===== config.mk =====
export PLATFORM = sky130hd
export DESIGN_NAME = wb2stream
export DESIGN_NICKNAME = d
export VERILOG_FILES = /design/src/rtl/wb2stream.sv
export SDC_FILE = /design/constraint.sdc
export NUM_CORES = 1
export LEC_CHECK = 0
export CAP_MARGIN = 0
export CORE_ASPECT_RATIO = 0.9
export CORE_MARGIN = 2
export CORE_UTILIZATION = 50
export CTS_BUF_LIST = sky130_fd_sc_hd__clkbuf_16
export CTS_CLUSTER_DIAMETER = 80
export DETAILED_ROUTE_END_ITERATION = 6
export GPL_TIMING_DRIVEN = 0
export PLACE_DENSITY_LB_ADDON = 0.2
export SYNTH_ARGS = -nofsm -noshare
export SYNTH_HDL_FRONTEND = slang
export SYNTH_SLANG_ARGS = --single-unit

===== constraint.sdc =====
create_clock -name clk -period 7 [get_ports clk]
set_clock_uncertainty 0.1 [all_clocks]
set_input_delay 0.7 -clock clk [delete_from_list [all_inputs] [get_ports clk]]
set_output_delay 0.7 -clock clk [all_outputs]
set_load 0.05 [all_outputs]

===== src/rtl/wb2stream.sv =====
// Wishbone slave to byte-stream bridge: each bus access becomes a command frame,
// reads wait for a 4-byte response (or a timeout) before acknowledging.
module wb2stream #(
  parameter int unsigned TIMEOUT = 65535,
  parameter int unsigned TW      = $clog2(TIMEOUT + 1)
) (
  input  logic        clk,
  input  logic        rst,
  input  logic [15:0] wb_addr,
  input  logic [31:0] wb_wdata,
  output logic [31:0] wb_rdata,
  input  logic        wb_we,
  input  logic        wb_cyc,
  output logic        wb_ack,
  output logic [7:0]  tx_data,
  output logic        tx_valid,
  input  logic        tx_ready,
  input  logic [7:0]  rx_data,
  input  logic        rx_valid,
  output logic        timeout_flag,
  input  logic        timeout_clr
);

  typedef enum logic [1:0] {IDLE, TX, RX, ACK} state_t;

  state_t        state, state_nxt;
  logic [15:0]   addr_q;
  logic [31:0]   wdata_q;
  logic          we_q;
  logic [2:0]    idx;
  logic [1:0]    cnt;
  logic [31:0]   sr;
  logic [TW-1:0] timer;
  logic [31:0]   result;
  logic          ack_q;
  logic          txv_q;
  logic          flag_q;
  logic [7:0]    frame_byte;
  logic          last_byte;
  logic          rx_done;
  logic          rx_expire;

  always_comb begin
    frame_byte = '0;
    case (idx)
      3'd0:    frame_byte = we_q ? 8'h01 : 8'h02;
      3'd1:    frame_byte = addr_q[15:8];
      3'd2:    frame_byte = addr_q[7:0];
      3'd3:    frame_byte = wdata_q[31:24];
      3'd4:    frame_byte = wdata_q[23:16];
      3'd5:    frame_byte = wdata_q[15:8];
      3'd6:    frame_byte = wdata_q[7:0];
      default: frame_byte = '0;
    endcase
  end

  assign last_byte = we_q ? (idx == 3'd6) : (idx == 3'd2);
  // A 4th response byte arriving on the final timer cycle takes precedence.
  assign rx_done   = rx_valid && (cnt == 2'd3);
  assign rx_expire = (timer == TW'(TIMEOUT - 1)) && !rx_done;

  always_comb begin
    state_nxt = state;
    case (state)
      IDLE: if (wb_cyc) state_nxt = TX;
      TX:   if (tx_ready && last_byte) state_nxt = we_q ? ACK : RX;
      RX:   if (rx_done || rx_expire) state_nxt = ACK;
      ACK:  state_nxt = IDLE;
      default: state_nxt = IDLE;
    endcase
  end

  always_ff @(posedge clk) begin
    if (!rst) begin
      state   <= IDLE;
      addr_q  <= '0;
      wdata_q <= '0;
      we_q    <= 1'b0;
      idx     <= '0;
      cnt     <= '0;
      sr      <= '0;
      timer   <= '0;
      result  <= '0;
      ack_q   <= 1'b0;
      txv_q   <= 1'b0;
      flag_q  <= 1'b0;
    end else begin
      state <= state_nxt;
      ack_q <= (state_nxt == ACK);
      txv_q <= (state_nxt == TX);
      if (timeout_clr) flag_q <= 1'b0;
      if (state == RX && rx_expire) flag_q <= 1'b1;
      case (state)
        IDLE: if (wb_cyc) begin
          addr_q  <= wb_addr;
          wdata_q <= wb_wdata;
          we_q    <= wb_we;
          idx     <= '0;
        end
        TX: if (tx_ready) begin
          idx <= idx + 3'd1;
          if (last_byte) begin
            sr     <= '0;
            timer  <= '0;
            cnt    <= '0;
            result <= '0;
          end
        end
        RX: begin
          timer <= timer + TW'(1);
          if (rx_valid) begin
            sr  <= {sr[23:0], rx_data};
            cnt <= cnt + 2'd1;
          end
          if (rx_done)        result <= {sr[23:0], rx_data};
          else if (rx_expire) result <= '1;
        end
        default: ;
      endcase
    end
  end

  always_comb begin
    wb_ack       = ack_q;
    wb_rdata     = ack_q ? result : '0;
    tx_valid     = txv_q;
    tx_data      = txv_q ? frame_byte : '0;
    timeout_flag = flag_q;
  end

endmodule

==> metrics.md <==
| Metric | Value |
|---|---|
| Outcome | finished with violations |
| Violated checks | design-rule violations |
| Rel. slew slack | a little over two fifths |
| Antenna fix cells | 0 |
| Ys async rst share | 0% |
| Sequential fraction of the synthesis area | just under 50% |
| Setup TNS | 0 ns |
| Top cell type's share of synthesized area | between 40% and 50% |
| TritonCTS clock tree | done |
| Hold-fix buffers, CTS | 0 |
| Worst path max stage delay | 0.88 ns |
| Gr ovfl total | 0 |
| Fmax | between 200 and 250 MHz |
| Post-DR vias/cell | just under 6 |
| CTS H-tree lvls | 4 |
| Post-Syn Nets | 710 |
| Max Cap Viol | 0 |
| Register bit count reported by yosys | 131 |
| Hold crit path type | reg -> reg |
| Clk root buf | clkbuf_16 |
| CTS clock-pin slew for the worst setup and hold paths | 0.06 ns |
| WP data required | about 6.2 ns |
| Commonest cells after routing, fill and taps aside | 134 x nand2_1, 131 x dfxtp_1, 105 x a21oi_1, 105 x clkdlybuf4s50_1, 35 x clkbuf_1 |
| Final WL | between 15 and 20 mm |
| Layout cells sized above 1 | 9.923% |
| Crit path DAT | around 3.7 ns |
| Area of the multi-input gates | between 0.002 and 0.003 sq mm |
| Setup CP Type | reg -> out |
| Post-synth EDFFs | 0 |
| Most common cell on crit path | clkbuf_1 |
| Number of global-route vias before repair | 4899 |
| Num CTS Buffers | 17 |
| Synth Cell Area | around 0.0055 sq mm |
| Core Rows | 36 |
| Static leakage | around 2.6 nW |
| Area leader, netlist | dfxtp_1 |
| Fill count | about 900 |
| Max Slew Vio Count | 0 |
| Mapped Cells | approximately 640 |
| Die Area | between 0.01 and 0.015 sq mm |
| DRC Markers | 2 |
| Area Overhead vs Synth | 33.27% |
| RSZ-0062 raised after global routing | false |
| Mapped Avg Cell Area | around 8.5 sq um |
| Maximum vdd ir drop | approximately 0.17 mV |
| Fin crit period | 4.478 ns |
| Initial Util | 50.93% |
| Nature of the critical path endpoint | output pin |
| Commonest non-fill, non-tap cell in the layout | nand2_1 |
| DRT Pass-1 Iters | 7 |
| I/O pin total | between 100 and 150 |
| Global-route wire length before repair | 24.23 mm |
| Clock Latency Late Sink | around 0.42 ns |
| Initial antenna violation count | 0 |
| Hold Vio Cnt, Final | 0 |
| Pwr dens | ~240 mW/mm^2 |
| Total number of vias | between 5000 and 6000 |
| CP Max Fanout | 10 |
| Fin worst setup slack | between 2 and 3 ns |
| Detailed Place HPWL | roughly 11 mm |
| Final Power | 0.001775 W |
| Remaining antenna violation count after routing | 0 |
| Sequential Area | 0.002623 sq mm |
| CORE AREA | 0.01072 sq mm |
| Yosys warning total | 0 |
| NumNets Final | ~830 |
| Die X | around 110 um |
| Main area contributors after synthesis | dfxtp_1 48%, a21oi_1 9.6%, nand2_1 9.2%, o221a_2 5.8%, and2_1 3.9% |
| Worst path slowest cell | o41ai_2 |
| Final worst-path cycle share | between 60% and 70% |
| GPL Wtd Cong | 0.8448 |
| IO Port Bufs | roughly 110 |
| Synth cell types | 45 |
| Clk buf depth | 2 |
| Pin count of the biggest net entering global routing | 17 |
| Die H | about 100 um |
| Global Route Usage Sum | between 20% and 30% |
| Final setup viols | 0 |
| Post-CTS Setup Inserts | 0 |
| Critical Path Source Type | flip-flop |
| Critical path, cell by cell | clkbuf_1 > inv_1 > ha_1 > clkbuf_1 > o41ai_2 > nor2_1 > clkdlybuf4s50_1 |
| Main synth FF type | dfxtp_1 |
| Setup slack at placement | ~2.5 ns |
| Measured slew at the worst slew-check pin | between 0.8 and 0.9 ns |
| DR WL/cell | approximately 17 um |
| First-iteration detailed-routing DRC count | just over 600 |
| CTS Sinks | about 130 |
| CTS-repair resized insts | 0 |
==> cell families (layout without fill, tap and decap cells) <==
| kind of cell | count (synthesis) | in the layout | synth area share [%] |
|---|---|---|---|
| mux | 3 | 3 | 0.6187 |
| xor+xnor | 4 | 4 | 0.6417 |
| simple gates | 261 | 261 | 22.34 |
| fa+ha+maj | 8 | 8 | 1.833 |
| compound gates | 176 | 176 | 21.91 |
| flops | 131 | 131 | 48.03 |
| buf+inv | 56 | 193 | 4.629 |
==> cell type report <==
| type | count | share of cell area, % |
|---|---|---|
| clock inverters | 15 | 2.287 |
| clock buffers | 17 | 5.846 |
| inverters | 6 | 0.3095 |
| repair buffers | 105 | 14.44 |
| well taps | 133 | 2.287 |
| flip-flops and latches | 131 | 36.04 |
| multi-input cells | 452 | 35.63 |
| plain buffers | 50 | 3.164 |
==> final timing paths <==
kind	startpoint	end	slack [ns]	depth (start not counted)
worst max-delay path	idx[2]$_SDFFE_PN0P_	tx_data[7]	2.52	7
worst min-delay path	addr_q[11]$_SDFFE_PN0P_	addr_q[11]$_SDFFE_PN0P_	0.36	2
worst max register to register	idx[0]$_SDFFE_PN0P_	sr[16]$_SDFFE_PN0P_	4.61	8
worst min register to register	addr_q[11]$_SDFFE_PN0P_	addr_q[11]$_SDFFE_PN0P_	0.36	2
==> registers in the layout, summed over array words and instances, names as in the netlist <==
signal,cells
wdata_q,32
tx_valid,1
state,2
timeout_flag,1
cnt,2
we_q,1
timer,16
idx,3
addr_q,16
wb_ack,1
result,32
sr,24
==> synth_stat cells, types with 3 or more instances <==
| cell type | count |
|---|---|
| a221oi_1 | 6 |
| and2_1 | 34 |
| mux2_2 | 3 |
| buf_1 | 5 |
| a22oi_1 | 7 |
| nand4_1 | 7 |
| nand2_1 | 134 |
| o221a_1 | 4 |
| xor2_1 | 3 |
| inv_1 | 6 |
| a21oi_1 | 105 |
| or4_1 | 7 |
| nand3_1 | 32 |
| dfxtp_1 | 131 |
| nor2_1 | 29 |
| o221a_2 | 28 |
| or3_1 | 3 |
| buf_2 | 4 |
| and4_1 | 3 |
| o31ai_1 | 8 |
| a222oi_1 | 4 |
| ha_1 | 8 |
| buf_6 | 4 |
| o21ai_0 | 3 |
| clkbuf_1 | 35 |
==> per-layer routing <==
| layer | GRT usage [%] | wire (um) | vias to the layer above |
|---|---|---|---|
| met1 | 34.80 | 6655 | 2510 |
| met5 | 0 | 0 | - |
| met3 | 6.761 | 1170 | 32 |
| met2 | 42.81 | 7014 | 228 |
| li1 | - | - | 2524 |
| met4 | 8.443 | 259 | 0 |
==> critical path: cells and delay by family (launching register included) <==
family,cells,cell delay [ns]
adders and majority gates,1,0.25
DFF,1,0.38
and+or+nand+nor,1,0.15
buffers and inverters,4,1.61
AOI/OAI and AO/OA,1,0.88
==> report_power, final <==
group / internal (W) / switching, W / total (W)
logic: 0.0000537 / 0.0000618 / 0.000115
clock network: 0.000533 / 0.000353 / 0.000885
registers: 0.000763 / 0.0000115 / 0.000774
total: 0.00135 / 0.000426 / 0.00178
==> per-stage QoR <==
stage	util, %	instances	hold WS, ns	instance area [sq um]
floorplan	-	639	0.3329	5460
global placement	62.29	877	0.3426	6678
detailed placement	62.29	877	0.3463	6678
CTS	67.81	909	0.3544	7269
global route	67.88	909	0.3737	7277
finish	67.88	909	0.3554	7277
Power figures use the tool's default switching activity.
